===== config.mk =====
export PLATFORM = sky130hd
export DESIGN_NAME = rptr_empty_ctrl
export DESIGN_NICKNAME = d
export VERILOG_FILES = /design/src/rtl/rptr_empty_ctrl.sv
export SDC_FILE = /design/constraint.sdc
export NUM_CORES = 1
export LEC_CHECK = 0
export BUFFER_PORTS_ARGS = -buffer_cell sky130_fd_sc_hd__buf_2
export CELL_PAD_IN_SITES_DETAIL_PLACEMENT = 1
export CELL_PAD_IN_SITES_GLOBAL_PLACEMENT = 1
export CORE_MARGIN = 1
export CORE_UTILIZATION = 31
export CTS_BUF_LIST = sky130_fd_sc_hd__clkbuf_8
export DETAILED_ROUTE_END_ITERATION = 6
export PLACE_DENSITY = 0.7
export REMOVE_ABC_BUFFERS = 1
export SLEW_MARGIN = 20
export SYNTH_ARGS = -nofsm -noshare
export SYNTH_HDL_FRONTEND = slang
export SYNTH_SLANG_ARGS = --single-unit

===== constraint.sdc =====
create_clock -name rclk -period 5.6 [get_ports rclk]
set_input_delay 0.84 -clock rclk [delete_from_list [all_inputs] [get_ports rclk]]
set_output_delay 0.84 -clock rclk [all_outputs]
set_load 0.02 [all_outputs]

===== src/rtl/rptr_empty_ctrl.sv =====
`default_nettype none
// ============================================================================
// Module   : rptr_empty_ctrl
// Purpose  : Read-side pointer, empty/almost-empty, fill level and underflow
//            flag generation for a dual-clock asynchronous FIFO.
// Revision : 1.0  initial release
// ============================================================================
module rptr_empty_ctrl #(
  parameter int ADDR_SIZE     = 8,
  parameter int AEMPTY_THRESH = 2
) (
  input  logic                 rclk,
  input  logic                 rrst_n,
  input  logic                 rinc,
  input  logic                 rclr_err,
  input  logic [ADDR_SIZE:0]   rq2_wptr,
  output logic [ADDR_SIZE-1:0] raddr,
  output logic [ADDR_SIZE:0]   rptr,
  output logic                 rpop,
  output logic                 rempty,
  output logic                 raempty,
  output logic [ADDR_SIZE:0]   rlevel,
  output logic                 rerr_uf
);

  localparam int PW = ADDR_SIZE + 1;
  localparam logic [PW-1:0] c_DEPTH     = PW'(1) << ADDR_SIZE;
  localparam logic [PW-1:0] c_AE_THRESH = PW'(AEMPTY_THRESH);

  logic [PW-1:0] rbin_q,    rbin_d;
  logic [PW-1:0] rptr_q,    rptr_d;
  logic [PW-1:0] rlevel_q,  rlevel_d;
  logic          rempty_q,  rempty_d;
  logic          raempty_q, raempty_d;
  logic          rerr_uf_q, rerr_uf_d;

  logic [PW-1:0] w_wbin;
  logic [PW-1:0] w_diff;
  logic          w_pop;

  // Each binary bit is the XOR of all Gray bits at or above it.
  for (genvar gi = 0; gi < PW; gi++) begin : g_gray2bin
    assign w_wbin[gi] = ^rq2_wptr[PW-1:gi];
  end

  assign w_pop = rinc & ~rempty_q;

  always_comb begin
    rbin_d    = rbin_q + {{ADDR_SIZE{1'b0}}, w_pop};
    rptr_d    = (rbin_d >> 1) ^ rbin_d;
    w_diff    = w_wbin - rbin_d;
    rlevel_d  = (w_diff > c_DEPTH) ? c_DEPTH : w_diff;
    rempty_d  = (rptr_d == rq2_wptr);
    raempty_d = (rlevel_d <= c_AE_THRESH);
    // An underflow in the same cycle as a clear keeps the flag set.
    if (rinc && rempty_q) begin
      rerr_uf_d = 1'b1;
    end else if (rclr_err) begin
      rerr_uf_d = 1'b0;
    end else begin
      rerr_uf_d = rerr_uf_q;
    end
  end

  always_ff @(posedge rclk) begin
    if (!rrst_n) begin
      rbin_q    <= '0;
      rptr_q    <= '0;
      rlevel_q  <= '0;
      rempty_q  <= 1'b1;
      raempty_q <= 1'b1;
      rerr_uf_q <= 1'b0;
    end else begin
      rbin_q    <= rbin_d;
      rptr_q    <= rptr_d;
      rlevel_q  <= rlevel_d;
      rempty_q  <= rempty_d;
      raempty_q <= raempty_d;
      rerr_uf_q <= rerr_uf_d;
    end
  end

  assign raddr   = rbin_q[ADDR_SIZE-1:0];
  assign rptr    = rptr_q;
  assign rpop    = w_pop;
  assign rempty  = rempty_q;
  assign raempty = raempty_q;
  assign rlevel  = rlevel_q;
  assign rerr_uf = rerr_uf_q;

endmodule
`default_nettype wire


==> results.py, run 1 <==
metrics = {
    "timing": {
        "timing_hold_violations_final": 0,
        "fin_worst_skew_ns": 0.00829,
        "fin_ws_ns": 0.944,
        "rsz0062_at_grt": "false",
        "tns_ns": 0,
        "max_freq_mhz": 215,
        "min_period_over_period": 0.831,
        "slew_headroom": 0.552,
        "setup_viol": 0,
        "period_needed_ns": 4.66,
        "tightest_slew_ns": 0.671,
        "slew_violations": 0,
        "hold_ws_ns": 0.484,
    },
    "global_route": {
        "grt_max_degree": 23,
        "grt_first_pass_wirelength_um": 7330,
        "grt_usage": 0.152,
        "grt_overflow": 0,
        "grt_antenna_before_repair": 0,
        "grt_pass1_vias": 1566,
    },
    "routing": {
        "via_per_inst": 4.79,
        "wl_per_cell_um": 13.4,
        "drt-pass1-iter-count": 4,
        "drt_wl_total_um": 4430,
        "drcViolationCount": 0,
        "dr_total_vias": 1589,
        "drtIter0Drc": 28,
        "ant_nets": 0,
    },
    "yosys": {
        "synth_edf_count": 0,
        "synth_top_flop_cell": "dfxtp_1",
        "async_flop_share": 0,
        "ys_types": 46,
        "synthTopCellsByCount": "32 x nor2_1, 29 x dfxtp_1, 27 x xnor2_1",
        "yosysSeqAreaShare": 0.313,
        "ys_ff_latch": 29,
        "avgSynthCellArea_um2": 8.84,
        "yosysWarnings": 0,
        "yosys.area.top_type": "dfxtp_1",
        "synth_area_um2": 1860,
        "syn_inst": 210,
        "yosys-top-cells-area": "dfxtp_1 31%, xnor2_1 13%, nor2_1 6.5%, ha_1 5.4%, xor2_1 4.7%",
        "yosys.area.top_type_share": 0.313,
        "synthMostInstantiatedCell": "nor2_1",
    },
    "floorplanning": {
        "ios": 43,
        "dieHeight_um": 79.4,
        "die_x_um": 79.4,
        "dieArea_um2": 6300,
        "core_area_um2": 5640,
        "start_util": 0.329,
        "rows": 27,
    },
    "worst_hold_path": {
        "hp-class": "reg2reg",
        "min_from": "rerr_uf",
    },
    "final_layout": {
        "antenna_cells": 0,
        "area_delta_synth_final_pct": 22.4,
        "utilization": 0.403,
        "nFillCells": 696,
        "fin_nets": 281,
        "instances_no_fill": 332,
        "drive_gt1_frac": 0.258,
        "stdcell_area_um2": 2270,
    },
    "power_and_ir_drop": {
        "total_power_mw": 0.738,
        "pwr_density_cell_nw_per_um2": 325,
        "ir_drop_uv": 109,
        "leakage_nw": 1.01,
    },
    "cts": {
        "cts-resized-gates": 0,
        "clock_sinks": 29,
        "post_cts_buffers": 0,
        "htreeDepth": 2,
        "clkTransAtPathRegs_ns": 0.06,
        "cts_root_buffer": "clkbuf_8",
        "ctsLongestPathBuffers": 2,
        "worstSkewPairLatency_ns": 0.28,
        "cts_tree": "yes",
        "hold_buffers": 0,
        "cts_made_buffers": 5,
    },
    "critical_path": {
        "path_class": "in2reg",
        "crit_required_ns": 5.78,
        "critPathMaxFanout": 6,
        "start_kind": "input port",
        "reg2reg_from": "rempty",
        "arrival_ns": 4.84,
        "end_kind": "register",
        "crit_start": "rq2_wptr[8]",
    },
    "place": {
        "hpwl_um": 3590,
        "place_worst_setup_slack_ns": 0.618,
        "placed_area_um2": 2170,
        "portBuffers": 42,
        "place_congestion": 0.815,
        "dp_cells": 324,
    },
    "outcome": {
        "status": "finished, final reports clean",
    },
    "run": {
        "maxCapViolations": 0,
    },
}
==> power by group <==
group | switching [mW] | internal [mW] | total, mW
registers | 0.00480 | 0.223 | 0.228
logic | 0.190 | 0.133 | 0.323
clock network | 0.0761 | 0.111 | 0.187
==> worst paths after layout <==
kind	end	slack, ns	cells past startpoint
setup / recovery	rlevel[4]	0.94	16
hold / removal	rerr_uf	0.48	2
setup reg to reg	rlevel[4]	2.08	14
hold reg to reg	rerr_uf	0.48	2
==> placed cells by master (no fill, tap or decap), types with 3 or more instances in the layout <==
master	count
buf_2	42
nor2_1	32
dfxtp_1	29
xnor2_1	27
nand2_1	16
xor2_1	10
nand3_1	8
ha_1	8
inv_1	7
clkbuf_8	7
nor3_1	6
o21ai_0	6
nand2b_1	5
a21oi_1	5
and2_1	4
buf_4	4
a31oi_1	3
==> kinds of logic after synthesis <==
group           synth area share
fa+ha+maj                 0.0701
buf+inv                   0.0222
mux                       0.0189
flops                      0.313
compound gates             0.123
simple gates               0.223
xor+xnor                   0.230
==> worst max-delay path, cell delays in order <==
cell and delay (ns):
buf_2 0.11, xnor3_2 0.48, xor2_2 0.37, xnor2_1 0.24, xnor2_1 0.39, xnor2_1 0.18
ha_1 0.16, inv_1 0.07, fa_1 0.47, and3_2 0.22, mux2i_1 0.16, nand3_1 0.23
a211oi_1 0.37, a211o_1 0.20, a21oi_1 0.07, a2111oi_2 0.26
==> registers in the layout, summed over array words and instances (netlist names) <==
signal / count
rerr_uf: 1
rbin_q: 9
raempty: 1
rptr: 8
rlevel: 9
rempty: 1
==> routing by layer <==
metal,up-vias,global-route usage,share of wire
li1,813,-,-
met1,739,0.180,0.46
met2,32,0.268,0.49
met3,5,0.0263,0.030
met4,0,0.0600,0.016
met5,-,0,0
==> layout make-up <==
type | count | area, µm² | share of cell area
Multi-Input combinational cell | 170 | 1230 | 0.543
Sequential cell | 29 | 581 | 0.255
Timing Repair Buffer | 46 | 240 | 0.106
Clock buffer | 7 | 96.3 | 0.0424
Tap cell | 72 | 90.1 | 0.0396
Inverter | 7 | 26.3 | 0.0116
Clock inverter | 1 | 5.00 | 0.00220
Power figures use the tool's default switching activity.
==> run 2, diff against run 1 <==
Settings changed: PLACE_DENSITY 0.7 to 0.73.
Clock period 5.6 ns to 4.03 ns, I/O delays scaled along.
==> run 2 against run 1 <==
Worst setup slack worse by 0.65 ns. Cell count up 5.4%. Highest routed layer unchanged. Largest cell class unchanged. Critical path type unchanged. Combinational power up 65%. Utilization up 3.0 points. Non-clock buffer count up 19.
==> results.py, run 2 (synthesis results as in run 1) <==
metrics = {
    "floorplanning": {
        "rows": 27,
        "ios": 43,
        "core_area_um2": 5640,
        "dieHeight_um": 79.4,
        "dieArea_um2": 6300,
        "start_util": 0.329,
        "die_x_um": 79.4,
    },
    "timing": {
        "tns_ns": 0,
        "timing_hold_violations_final": 0,
        "setup_viol": 0,
        "rsz0062_at_grt": "false",
        "fin_worst_skew_ns": 0.00447,
        "period_needed_ns": 3.73,
        "slew_violations": 0,
        "fin_ws_ns": 0.297,
        "slew_headroom": 0.514,
        "min_period_over_period": 0.926,
        "hold_ws_ns": 0.478,
        "tightest_slew_ns": 0.729,
        "max_freq_mhz": 268,
    },
    "global_route": {
        "grt_pass1_vias": 1755,
        "grt_max_degree": 23,
        "grt_usage": 0.183,
        "grt_first_pass_wirelength_um": 8650,
        "grt_antenna_before_repair": 0,
        "grt_overflow": 0,
    },
    "critical_path": {
        "path_class": "in2reg",
        "reg2reg_from": "rempty",
        "arrival_ns": 3.92,
        "ff2ff_setup_slack_ns": 0.73,
        "end_kind": "register",
        "critPathMaxFanout": 4,
        "crit_required_ns": 4.22,
        "reg2reg_to": "rlevel[4]",
        "worst-r2r-cell-count": 14,
        "start_kind": "input port",
    },
    "routing": {
        "drt-pass1-iter-count": 4,
        "met1_length_um": 2300,
        "ant_nets": 0,
        "via_per_inst": 4.90,
        "met2RoutedLength_um": 2800,
        "drcViolationCount": 0,
        "top_layer": "met4",
        "wl_per_cell_um": 15.4,
        "drt_wl_total_um": 5400,
        "drtIter0Drc": 50,
        "dr_total_vias": 1715,
        "met3_length_um": 171,
    },
    "place": {
        "placed_area_um2": 2310,
        "dp_cells": 342,
        "place_worst_setup_slack_ns": -0.153,
        "hpwl_um": 4040,
        "place_congestion": 0.902,
        "portBuffers": 42,
    },
    "power_and_ir_drop": {
        "ir_drop_uv": 195,
        "total_power_mw": 1.15,
        "leakage_nw": 1.11,
        "pwr_density_cell_nw_per_um2": 469,
    },
    "cts": {
        "cts_root_buffer": "clkbuf_8",
        "clock_sinks": 29,
        "cts_tree": "yes",
        "hold_buffers": 0,
        "htreeDepth": 2,
        "cts_made_buffers": 5,
        "clkTransAtPathRegs_ns": 0.07,
        "ctsLongestPathBuffers": 2,
        "worstSkewPairLatency_ns": 0.29,
    },
    "final_layout": {
        "layout_common_cells": "42 x buf_2, 32 x nor2_1, 29 x dfxtp_1",
        "mostFrequentLayoutCell": "buf_2",
        "drive_gt1_frac": 0.324,
        "antenna_cells": 0,
        "area_delta_synth_final_pct": 31.7,
        "nFillCells": 697,
        "stdcell_area_um2": 2440,
        "fin_nets": 300,
        "utilization": 0.433,
        "instances_no_fill": 350,
    },
    "run": {
        "maxCapViolations": 0,
    },
    "worst_hold_path": {
        "worstHoldPathCells": 2,
        "min_from": "rempty",
        "holdPathEnd": "rerr_uf",
        "hp-class": "reg2reg",
    },
    "outcome": {
        "status": "finished, final reports clean",
    },
}
[run 2: where the power goes]
| group | switching, mW | total (mW) | internal [mW] |
|---|---|---|---|
| clock | 0.118 | 0.297 | 0.179 |
| sequential | 0.00660 | 0.317 | 0.310 |
| combinational | 0.291 | 0.533 | 0.242 |
| total | 0.415 | 1.15 | 0.732 |
[run 2: worst max path at each step]
stage	startpoint	endpoint	slack (ns)	cells after the start
after floorplan	rq2_wptr[8]	rlevel[4]	-0.11	15
after global placement	rq2_wptr[8]	rlevel[5]	-0.09	16
after detailed placement	rq2_wptr[8]	rlevel[5]	-0.15	16
after CTS	rq2_wptr[8]	rlevel[5]	0.07	16
after global routing	rq2_wptr[8]	rlevel[4]	0.06	16
final	rq2_wptr[8]	rlevel[4]	0.30	16
[run 2: critical path, cell delays in order]
cell and delay, ns:
buf_2 0.09, xnor3_2 0.44, xor2_2 0.19, xnor2_2 0.23, xnor2_2 0.16, xnor2_1 0.15
ha_1 0.17, inv_1 0.07, fa_2 0.37, and3_2 0.19, mux2i_2 0.17, a31oi_1 0.12
o21a_1 0.20, o31ai_4 0.21, o2111ai_2 0.18, a2111oi_2 0.36
[run 2: final cells by class]
cell class	count	area, µm²	area share
clock inverters	2	35.0	0.0143
inverters	7	26.3	0.0107
well taps	72	90.1	0.0368
flip-flops and latches	29	581	0.237
multi-input cells	170	1260	0.516
repair buffers	65	383	0.157
clock buffers	5	68.8	0.0281
[run 2: timing repair]
item                                   4_1_cts  5_1_grt
resized for setup                            0        5
setup endpoints to repair                    0        9
setup buffers                                0        1
endpoints found under the hold margin        0        0
[run 2: metal layers]
metal  vias up  global-route usage
met1       811               0.217
met5         -                   0
met4         0              0.0782
met2        42               0.322
li1        850                   -
met3        12              0.0343
